===== config.mk =====
export PLATFORM = sky130hd
export DESIGN_NAME = usb_tx_serializer
export DESIGN_NICKNAME = d
export VERILOG_FILES = /design/src/rtl/usb_tx_serializer.sv
export SDC_FILE = /design/constraint.sdc
export NUM_CORES = 1
export LEC_CHECK = 0
export BUFFER_PORTS_ARGS = -buffer_cell sky130_fd_sc_hd__buf_2
export CORE_UTILIZATION = 31
export DETAILED_ROUTE_END_ITERATION = 6
export GPL_TIMING_DRIVEN = 1
export PLACE_DENSITY = 0.49
export SYNTH_ARGS = -nofsm -noshare
export SYNTH_HDL_FRONTEND = slang
export SYNTH_SLANG_ARGS = --single-unit

===== constraint.sdc =====
create_clock -name clk -period 3.4 [get_ports clk]
set_clock_uncertainty 0.1 [all_clocks]
set_input_delay 0.34 -clock clk [delete_from_list [all_inputs] [get_ports clk]]
set_output_delay 0.34 -clock clk [all_outputs]
set_load 0.005 [all_outputs]

===== src/rtl/usb_tx_serializer.sv =====
// usb_tx_serializer
// Turns a stream of packet bytes into USB low/full-speed line signalling:
// SYNC (0x80), NRZI-encoded data with bit stuffing, then EOP (SE0 SE0 J).
// A one-entry holding register decouples the byte source from the shifter.
//
// Ports
//   clk       system clock, rising edge
//   n_rst     asynchronous active-low reset
//   tx_byte   byte to send, LSB first
//   tx_valid  tx_byte/tx_last are valid
//   tx_last   offered byte ends the packet
//   tx_ready  holding register empty (byte accepted on tx_valid && tx_ready)
//   d_plus    USB D+ line
//   d_minus   USB D- line
//   busy      packet in progress
//   tx_error  one-cycle pulse on underrun
module usb_tx_serializer #(
  parameter int CLKS_PER_BIT = 8
) (
  input  logic       clk,
  input  logic       n_rst,
  input  logic [7:0] tx_byte,
  input  logic       tx_valid,
  input  logic       tx_last,
  output logic       tx_ready,
  output logic       d_plus,
  output logic       d_minus,
  output logic       busy,
  output logic       tx_error
);

  typedef enum logic [2:0] {
    IDLE    = 3'd0,
    SYNC    = 3'd1,
    DATA    = 3'd2,
    EOP_SE0 = 3'd3,
    EOP_J   = 3'd4
  } state_t;

  localparam logic [7:0] BIT_LAST = 8'(CLKS_PER_BIT - 1);

  state_t     state_r;
  logic [7:0] clk_cnt_r;     // clock position inside the current bit period
  logic [2:0] bit_idx_r;     // index of the last real bit sent (SYNC/DATA), period count in EOP_SE0
  logic [2:0] ones_r;        // consecutive 1s on the wire
  logic       stuff_r;       // current bit period is a stuffed bit
  logic       eop_next_r;    // the stuffed bit in flight closes the packet
  logic [7:0] shift_r;       // byte currently on the wire
  logic       cur_last_r;    // shift_r is the final byte of the packet
  logic [7:0] hold_byte_r;
  logic       hold_last_r;
  logic       hold_full_r;

  logic       accept_s;
  logic       bit_end_s;
  logic       next_avail_s;
  logic [7:0] next_byte_s;
  logic       next_last_s;

  // Consecutive-ones count after sending bit b
  function automatic logic [2:0] ones_after(input logic b, input logic [2:0] cnt);
    if (b) begin
      return cnt + 3'd1;
    end else begin
      return 3'd0;
    end
  endfunction

  assign accept_s  = tx_valid && tx_ready;
  assign bit_end_s = (clk_cnt_r == BIT_LAST);

  // Next byte for a data handoff; a byte accepted on the handoff edge itself
  // goes straight to the shifter so it is not mistaken for an underrun.
  always_comb begin
    next_avail_s = hold_full_r || accept_s;
    if (hold_full_r) begin
      next_byte_s = hold_byte_r;
      next_last_s = hold_last_r;
    end else begin
      next_byte_s = tx_byte;
      next_last_s = tx_last;
    end
  end

  // Packet FSM, holding register, bit timing and registered line outputs
  always_ff @(posedge clk or negedge n_rst) begin
    if (!n_rst) begin
      state_r     <= IDLE;
      clk_cnt_r   <= 8'd0;
      bit_idx_r   <= 3'd0;
      ones_r      <= 3'd0;
      stuff_r     <= 1'b0;
      eop_next_r  <= 1'b0;
      shift_r     <= 8'd0;
      cur_last_r  <= 1'b0;
      hold_byte_r <= 8'd0;
      hold_last_r <= 1'b0;
      hold_full_r <= 1'b0;
      tx_ready    <= 1'b1;
      d_plus      <= 1'b1;
      d_minus     <= 1'b0;
      busy        <= 1'b0;
      tx_error    <= 1'b0;
    end else begin
      tx_error <= 1'b0;

      // Later assignments in the case below override these on handoff edges.
      if (accept_s) begin
        hold_byte_r <= tx_byte;
        hold_last_r <= tx_last;
        hold_full_r <= 1'b1;
        tx_ready    <= 1'b0;
      end

      if (state_r != IDLE) begin
        clk_cnt_r <= bit_end_s ? 8'd0 : clk_cnt_r + 8'd1;
      end

      case (state_r)
        IDLE: begin
          if (accept_s || hold_full_r) begin
            // First SYNC bit is a 0: J -> K
            state_r    <= SYNC;
            busy       <= 1'b1;
            tx_ready   <= 1'b0;
            clk_cnt_r  <= 8'd0;
            bit_idx_r  <= 3'd0;
            ones_r     <= 3'd0;
            stuff_r    <= 1'b0;
            eop_next_r <= 1'b0;
            d_plus     <= 1'b0;
            d_minus    <= 1'b1;
          end else begin
            d_plus  <= 1'b1;
            d_minus <= 1'b0;
          end
        end

        SYNC: begin
          if (bit_end_s) begin
            if (bit_idx_r == 3'd7) begin
              // SYNC done: hand the first byte to the shifter
              state_r     <= DATA;
              shift_r     <= hold_byte_r;
              cur_last_r  <= hold_last_r;
              hold_full_r <= 1'b0;
              tx_ready    <= 1'b1;
              bit_idx_r   <= 3'd0;
              ones_r      <= ones_after(hold_byte_r[0], ones_r);
              if (!hold_byte_r[0]) begin
                d_plus  <= ~d_plus;
                d_minus <= ~d_minus;
              end
            end else begin
              // SYNC bit 7 is the only 1
              bit_idx_r <= bit_idx_r + 3'd1;
              ones_r    <= ones_after(bit_idx_r == 3'd6, ones_r);
              if (bit_idx_r != 3'd6) begin
                d_plus  <= ~d_plus;
                d_minus <= ~d_minus;
              end
            end
          end
        end

        DATA: begin
          if (bit_end_s) begin
            if (stuff_r) begin
              stuff_r <= 1'b0;
              if (eop_next_r) begin
                state_r   <= EOP_SE0;
                tx_ready  <= 1'b0;
                bit_idx_r <= 3'd0;
                d_plus    <= 1'b0;
                d_minus   <= 1'b0;
              end else begin
                // bit_idx 7 here means the next byte was already loaded
                bit_idx_r <= bit_idx_r + 3'd1;
                ones_r    <= ones_after(shift_r[bit_idx_r + 3'd1], ones_r);
                if (!shift_r[bit_idx_r + 3'd1]) begin
                  d_plus  <= ~d_plus;
                  d_minus <= ~d_minus;
                end
              end
            end else if (bit_idx_r == 3'd7) begin
              if (!cur_last_r && !next_avail_s) begin
                // Underrun: close the packet immediately, no pending stuff
                tx_error  <= 1'b1;
                state_r   <= EOP_SE0;
                tx_ready  <= 1'b0;
                bit_idx_r <= 3'd0;
                d_plus    <= 1'b0;
                d_minus   <= 1'b0;
              end else begin
                if (!cur_last_r) begin
                  shift_r     <= next_byte_s;
                  cur_last_r  <= next_last_s;
                  hold_full_r <= 1'b0;
                  tx_ready    <= 1'b1;
                end
                if (ones_r == 3'd6) begin
                  stuff_r    <= 1'b1;
                  eop_next_r <= cur_last_r;
                  ones_r     <= 3'd0;
                  d_plus     <= ~d_plus;
                  d_minus    <= ~d_minus;
                end else if (cur_last_r) begin
                  state_r   <= EOP_SE0;
                  tx_ready  <= 1'b0;
                  bit_idx_r <= 3'd0;
                  d_plus    <= 1'b0;
                  d_minus   <= 1'b0;
                end else begin
                  bit_idx_r <= 3'd0;
                  ones_r    <= ones_after(next_byte_s[0], ones_r);
                  if (!next_byte_s[0]) begin
                    d_plus  <= ~d_plus;
                    d_minus <= ~d_minus;
                  end
                end
              end
            end else if (ones_r == 3'd6) begin
              stuff_r    <= 1'b1;
              eop_next_r <= 1'b0;
              ones_r     <= 3'd0;
              d_plus     <= ~d_plus;
              d_minus    <= ~d_minus;
            end else begin
              bit_idx_r <= bit_idx_r + 3'd1;
              ones_r    <= ones_after(shift_r[bit_idx_r + 3'd1], ones_r);
              if (!shift_r[bit_idx_r + 3'd1]) begin
                d_plus  <= ~d_plus;
                d_minus <= ~d_minus;
              end
            end
          end
        end

        EOP_SE0: begin
          if (bit_end_s) begin
            if (bit_idx_r == 3'd1) begin
              state_r   <= EOP_J;
              bit_idx_r <= 3'd0;
              d_plus    <= 1'b1;
              d_minus   <= 1'b0;
            end else begin
              bit_idx_r <= 3'd1;
            end
          end
        end

        EOP_J: begin
          if (bit_end_s) begin
            // A byte caught on the final data edge waits here and starts the next packet
            state_r  <= IDLE;
            busy     <= 1'b0;
            tx_ready <= ~hold_full_r;
          end
        end

        default: begin
          state_r  <= IDLE;
          busy     <= 1'b0;
          tx_ready <= ~hold_full_r;
          d_plus   <= 1'b1;
          d_minus  <= 1'b0;
        end
      endcase
    end
  end

endmodule


Yosys cells after proc, flatten, opt, wreduce, memory -nomap -nowiden

Index checks and enable logic that the tools add are counted.

Register bits: 43
Word-level logic and storage cells: 228
RAM bits: 0
ROM bits: 0
Bits in latches: 0
Memories: 0

Divide/modulo/power cells: 0
Equal/unequal tests: 35
Shifts and indexed selects: 0
Muxes and demuxes: 147
Reduce and logical (&&, ||, !) cells: 21
Order comparisons: 1
$add $sub $neg: 3
Bitwise logic cells: 5
$mul: 0

Operators by type and width:

| kind                                           | count |
|---|---|
| two-way mux 3 bit                              | 38 |
| two-way mux 8 bit                              | 12 |
| two-way mux 1 bit                              | 84 |
| AND reduction 7 bit                            | 4 |
| inequality test 3 bit (second input constant)  | 9 |
| inequality test 2 bit (second input constant)  | 11 |
| inequality test 4 bit (second input constant)  | 4 |
| one-hot mux 8 bit (2 select lines)             | 1 |
| AND reduction 8 bit                            | 2 |
| one-hot mux 1 bit (5 select lines)             | 3 |
| one-hot mux 3 bit (5 select lines)             | 1 |
| == test 3 bit (second input constant)          | 4 |
| one-hot mux 3 bit (4 select lines)             | 1 |
| AND reduction 11 bit                           | 1 |
| one-hot mux 3 bit (3 select lines)             | 1 |
| adder 8 x 1 -> 8 bit (second input constant)   | 1 |
| == test 8 x 3 -> 1 bit (second input constant) | 1 |
| one-hot mux 1 bit (2 select lines)             | 4 |
| inequality test 7 bit (second input constant)  | 1 |
| adder 3 x 1 -> 3 bit (second input constant)   | 2 |
| == test 3 x 1 -> 1 bit (second input constant) | 2 |
| == test 3 x 2 -> 1 bit (second input constant) | 2 |
| AND reduction 3 bit                            | 2 |
| nonzero test 3 bit                             | 2 |
| other kinds (12)                               | 19 |

Depth between registers and ports, before layout

Gate-level depths: netlist of the first run.

Depth after elaboration: 10
Depth in mapped cells: 9

Worst setup path after synthesis of the first run

OpenSTA, ideal clock, no wires.

Path type: flip-flop to flip-flop
From: reg bit_idx_r[0]
To: reg d_plus
Clock period less this slack: 2.464 ns
Stages on the path, launching flop included: 9
Arrival time: 2.303 ns
Setup time: 0.061 ns
Slack: 0.936 ns
Cell sequence: dfrtp_1 > inv_1 > ha_1 > clkbuf_1 > mux2_2 > o311ai_0 > nor2_1 > o311ai_0 > a22o_1

Cells in the longest elaborated chain, start to end: 9

Ends and longest elaborated chain:

| item                                    | RTL line | RTL |
|---|---|---|
| start: declaration                      | 44       | `logic [2:0] bit_idx_r;` |
| start signal: assignment                | 156      | `bit_idx_r <= bit_idx_r + 3'd1;` |
| start signal: assignment                | 178      | `bit_idx_r <= bit_idx_r + 3'd1;` |
| start signal: assignment                | 229      | `bit_idx_r <= bit_idx_r + 3'd1;` |
| adder 3 x 1 -> 3 bit                    | 180, 231 |  |
| binary-select mux 1 bit (select 3 bit)  | 180, 231 |  |
| two-way mux 1 bit (not written as such) | 180, 231 |  |
| two-way mux 1 bit (2 in series)         | n/a      |  |
| two-way mux 1 bit                       | 185      | `end else if (bit_idx_r == 3'd7) begin` |
| two-way mux 1 bit                       | 168      | `if (stuff_r) begin` |
| two-way mux 1 bit                       | 167      | `if (bit_end_s) begin` |
| one-hot mux 1 bit (5 select lines)      | 119      | `case (state_r)` |
| end signal: assignment                  | 159      | `d_plus <= ~d_plus;` |
| end signal: assignment                  | 181      | `d_plus <= ~d_plus;` |
| end signal: assignment                  | 205      | `d_plus <= ~d_plus;` |
| end: declaration                        | 26       | `output logic d_plus,` |

Several ways; a longest one is shown, not always the timed one. The select of a mux whose other input is x is not followed.
A chain may end at the register's enable or synchronous reset.

Final worst setup path of the first run

Same ends and word-level chain as after synthesis.

==> results.cfg, run 1 <==
[timing]
period_needed_ns = 2.74
finalMaxSlewViolations = 0
finalCritPeriodShare_pct = 80.7
hold_viol = 0
setup_viol = 0
worst_pin_slew_ns = 1.00
fin_setup_tns_ns = 0
slew-limit-headroom_pct = 33.2
fmax_mhz = 364
setup_ws_ns = 0.656
grt_setup_unrepaired = false

[synthesis]
ys.flop_type = dfrtp_1
synth_edf_count = 0
postSynth.asyncResetShare_pct = 100
avgSynthCellArea_um2 = 9.38
ys_warn_count = 0
ys_seq_elements = 43
yosysSeqAreaShare_pct = 42.1
synth_fp_nets = 292
synth_area_um2 = 2560
netlist_instances = 273
yosys.cell_types.count = 54

[critical_path]
worstPathRequired_ns = 3.55
max_stage_delay_ns = 0.55
critPathKind = flip-flop to flip-flop
start_kind = flip-flop
cp_slowest_cell = o311ai_0
startpoint = bit_idx_r[0]
path_common_cell = o311ai_0
critPathCapture = d_plus
cp_top_family = compound AO/OA/AOI/OAI gates
worstSetupEndpointType = flip-flop
path_max_fanout = 6
crit_chain = inv_1 -> ha_1 -> mux2_2 -> o311ai_0 -> nor2_1 -> o311ai_0 -> a22o_1
arrival_ns = 2.89
r2r_cells = 7
path_buf_inv = 1
r2r-start = bit_idx_r[0]
r2r_setup_slack_ns = 0.66
cp_num_cells = 7
timing.rr.end = d_plus

[placement]
place_inst = 381
dp_hpwl_mm = 4.29
io_buffers = 16
gp_congestion = 0.840
dp_slack_ns = 0.627

[clocking]
postCtsHoldBufs = 0
cts_buffer_depth = 2
cts_tree = done
numCtsBuffers = 5
cts_resized = 0
clock_sinks = 43
cts_setup_buffers = 0
htree_levels = 2
root_buffer = clkbuf_8
cts.clk_slew.worst_paths_ns = 0.09
insertion_delay_ns = 0.30

[grt]
grt_first_pass_wirelength_mm = 10.3
grt_max_degree = 44
antenna_found_initial = 0
grt_pass1_vias = 2071
grtUsageTotal_pct = 15.1
overflow = 0

[cells_and_area]
areaGrowthSynthToFinish_pct = 11.0
utilization_pct = 36.2
finalNetCount = 305
drive_gt1_share_pct = 19.9
stdcell_count = 389
n_fill_cell = 825
layout_common_cells = dfrtp_1, nand2_1, o21ai_0
final_common_cell = dfrtp_1
multi_input_comb_area_um2 = 1390
insertedDiodeCount = 0
register_area_um2 = 1080

[die]
start_util_pct = 32.6
chipWidth_um = 92.9
row_count = 32
dieArea_um2 = 8630
ioPinCount = 17
die_h_um = 92.9
core-area_um2 = 7850

[routing]
drt_iter0_drc = 121
drc = 0
ant_nets = 0
post_drt_wl_per_cell_um = 15.3
dr_total_vias = 2072
vias_per_cell = 5.33
dr.pass1.iters = 4
drt-total-wl_mm = 5.95

[job]
maxCapViolations = 0

[power]
power_leakage_nw = 1.18
vdd_drop_max_v = 0.000142
power.density_nw_per_um2 = 348

[min_path]
min_path_type = input port to async pin

[run_status]
status = finished clean
-- area by class of cell --
| class | instances | area share [%] |
|---|---|---|
| timing repair buffer | 19 | 3.61 |
| multi-input combinational | 207 | 48.8 |
| sequential | 43 | 37.9 |
| inverter | 10 | 1.32 |
| tap | 102 | 4.49 |
| clock inverter | 2 | 1.32 |
| clock buffer | 6 | 2.55 |
-- cell usage after synthesis, types with 3 or more instances --
library cell / n / area [µm²]
clkbuf_1: 10 / 37.5
nand2_1: 40 / 150
and3_1: 3 / 18.8
nor2b_1: 6 / 37.5
o21ai_0: 24 / 120
dfrtp_1: 41 / 1030
a22o_1: 3 / 26.3
nor2_1: 9 / 33.8
mux2i_1: 13 / 130
inv_1: 10 / 37.5
nor3_1: 6 / 30.0
o31ai_1: 4 / 30.0
o221ai_1: 3 / 26.3
mux2_2: 12 / 135
o22ai_1: 3 / 18.8
ha_1: 7 / 87.6
o311ai_0: 4 / 35.0
nand2b_1: 4 / 25.0
nand3_1: 17 / 85.1
a21oi_1: 14 / 70.1
-- report_power, final --
part | switching, mW | leakage, nW | total [mW] | internal, mW
clock | 0.183 | 0.0514 | 0.402 | 0.219
sequential | 0.00871 | 0.519 | 0.533 | 0.524
combinational | 0.0292 | 0.610 | 0.0535 | 0.0243
-- per-stage QoR --
step,hold WS (ns),area [µm²],total power [mW]
after floorplan,-0.0556,2560,0.571
after global placement,0.374,2730,0.598
after detailed placement,0.370,2730,0.598
after CTS,0.156,2840,1.01
after global routing,0.176,2840,1.03
final,0.106,2840,0.989
-- registers in the layout (all words and copies together), names as in the netlist, 3 cells and up --
name / count
state_r: 3
clk_cnt_r: 8
ones_r: 3
bit_idx_r: 3
shift_r: 8
hold_byte_r: 8
-- routing by layer --
metal  part of all wire [%]  GRT usage [%]
met1                     52           22.1
met4                    1.1           3.85
met2                     44           23.2
met5                      0              0
met3                    3.4           2.30
-- cells by family after synthesis --
kind of cell	after synthesis	synth area share, %
simple gates	98	19.6
compound gates	75	19.8
flops	43	42.1
mux	26	10.9
buf+inv	23	3.76
fa+ha+maj	7	3.42
xor+xnor	1	0.342
-- worst min-delay path by stage --
stage	from	endpoint	slack (ns)	cells past startpoint
after CTS	n_rst	tx_error	0.16	1
after floorplan	n_rst	bit_idx_r[0]	-0.06	0
after global placement	shift_r[2]	shift_r[2]	0.37	2
final	n_rst	tx_error	0.11	1
after detailed placement	shift_r[3]	shift_r[3]	0.37	2
after global routing	tx_byte[3]	hold_byte_r[3]	0.18	2
No activity file was read; power rests on OpenSTA's default activity.
==> run 2: changes to the inputs <==
--- a/config.mk
+++ b/config.mk
@@ -9,7 +9,7 @@
 export CORE_UTILIZATION = 31
 export DETAILED_ROUTE_END_ITERATION = 6
 export GPL_TIMING_DRIVEN = 1
-export PLACE_DENSITY = 0.49
+export PLACE_DENSITY = 0.51
 export SYNTH_ARGS = -nofsm -noshare
 export SYNTH_HDL_FRONTEND = slang
 export SYNTH_SLANG_ARGS = --single-unit
==> constraint.sdc (replaced) <==
create_clock -name clk -period 2.4 [get_ports clk]
set_clock_uncertainty 0.1 [all_clocks]
set_input_delay 0.24 -clock clk [delete_from_list [all_inputs] [get_ports clk]]
set_output_delay 0.24 -clock clk [all_outputs]
set_load 0.005 [all_outputs]
==> run 2 against run 1 <==
Die area unchanged. Sequential share of layout area down 2.4 points. Final cell count up 5.7%.
==> results.cfg, run 2 (synthesis results as in run 1) <==
[run_status]
status = finished clean

[routing]
post_drt_wl_per_cell_um = 15.1
dr_total_vias = 2157
dr.pass1.iters = 4
ant_nets = 0
drt_iter0_drc = 139
drc = 0
vias_per_cell = 5.25
drt-total-wl_mm = 6.22

[die]
start_util_pct = 32.6
ioPinCount = 17
dieArea_um2 = 8630
chipWidth_um = 92.9
row_count = 32
core-area_um2 = 7850
die_h_um = 92.9

[cells_and_area]
areaGrowthSynthToFinish_pct = 18.6
drive_gt1_share_pct = 26.2
finalNetCount = 327
utilization_pct = 38.7
top_regs = clk_cnt_r: 8 flops, hold_byte_r: 8 flops, shift_r: 8 flops
insertedDiodeCount = 0
final_common_cell = dfrtp_1
layout_common_cells = dfrtp_1, nand2_1, o21ai_0, buf_4, nand3_1
stdcell_count = 411

[power]
power.density_nw_per_um2 = 472
total_power_mw = 1.44
vdd_drop_max_v = 0.000237
power_leakage_nw = 1.29

[timing]
slew-limit-headroom_pct = 63.9
finalMaxSlewViolations = 0
setup_viol = 0
worst_pin_slew_ns = 0.534
period_needed_ns = 2.28
fin_hold_ws_ns = 0.0712
hold_viol = 0
fmax_mhz = 439
grt_setup_unrepaired = true
finalCritPeriodShare_pct = 94.9
fin_setup_tns_ns = 0

[clocking]
cts_setup_buffers = 0
cts.clk_slew.worst_paths_ns = 0.10
insertion_delay_ns = 0.31
cts_tree = done
clock_sinks = 43
numCtsBuffers = 5
root_buffer = clkbuf_8
htree_levels = 2
cts_buffer_depth = 2

[grt]
overflow = 0
grt_first_pass_wirelength_mm = 10.7
grt_max_degree = 19
grt_pass1_vias = 2167
antenna_found_initial = 0
grtUsageTotal_pct = 15.9

[placement]
place_inst = 402
gp_congestion = 0.852
dp_hpwl_mm = 4.71
io_buffers = 16

[critical_path]
arrival_ns = 2.42
start_kind = flip-flop
worstSetupEndpointType = flip-flop
startpoint = bit_idx_r[0]
r2r_cells = 7
r2r-start = bit_idx_r[0]
critPathKind = flip-flop to flip-flop
path_max_fanout = 4
timing.rr.end = d_plus
worstPathRequired_ns = 2.55
r2r_setup_slack_ns = 0.12

[min_path]
hp-start = tx_byte[2]
min_to = hold_byte_r[2]
min_path_type = input port to flip-flop
whs_path_depth = 2

[job]
maxCapViolations = 0
-- run 2: per-layer routing --
layer | vias to the layer above | GRT usage (%) | wire, µm
li1 | 1060 | - | -
met1 | 1037 | 21.8 | 3070
met2 | 46 | 24.1 | 2800
met3 | 14 | 2.79 | 206
met4 | 0 | 7.56 | 147
met5 | - | 0 | 0
-- run 2: where the power goes --
group	internal, mW	total, mW	switching [mW]
Clock	0.314	0.600	0.286
Combinational	0.0393	0.0823	0.0430
Sequential	0.743	0.753	0.00993
Total	1.10	1.44	0.339
-- run 2: cell type report --
class	count	area (µm²)
Inverter	10	37.5
Timing Repair Buffer	41	270
Clock buffer	5	68.8
Tap cell	102	128
Multi-Input combinational cell	207	1410
Fill cell	843	4810
Clock inverter	3	46.3
Sequential cell	43	1080
-- run 2: worst max-delay path by stage --
| stage | to | slack [ns] | cells past startpoint |
|---|---|---|---|
| after floorplan | d_plus | 0.04 | 8 |
| after global placement | d_plus | 0.09 | 7 |
| after detailed placement | d_plus | 0.06 | 7 |
| after CTS | d_plus | 0.04 | 7 |
| after global routing | d_plus | -0.05 | 9 |
| final | d_plus | 0.12 | 7 |
-- run 2: worst max-delay path, cell delays in order, from the launching register on --
cell and delay, ns:
dfrtp_1 0.40, inv_1 0.11, ha_1 0.32, mux2_2 0.36
o311ai_4 0.27, nor2_1 0.11, o311ai_0 0.33, a22o_1 0.20
-- run 2: stage by stage --
step	setup slack, ns	instance area, µm²
after detailed placement	0.0564	2890
after global routing	-0.0460	3040
final	0.123	3040
after floorplan	0.0357	2560
after global placement	0.0883	2890
after CTS	0.0367	3020
-- run 2: what timing repair did --
item | in CTS | in global routing
hold buffers | 1 | 0
hold endpoints to repair | 10 | 0
endpoints found under the setup margin | 0 | 3
resized for setup | 0 | 3
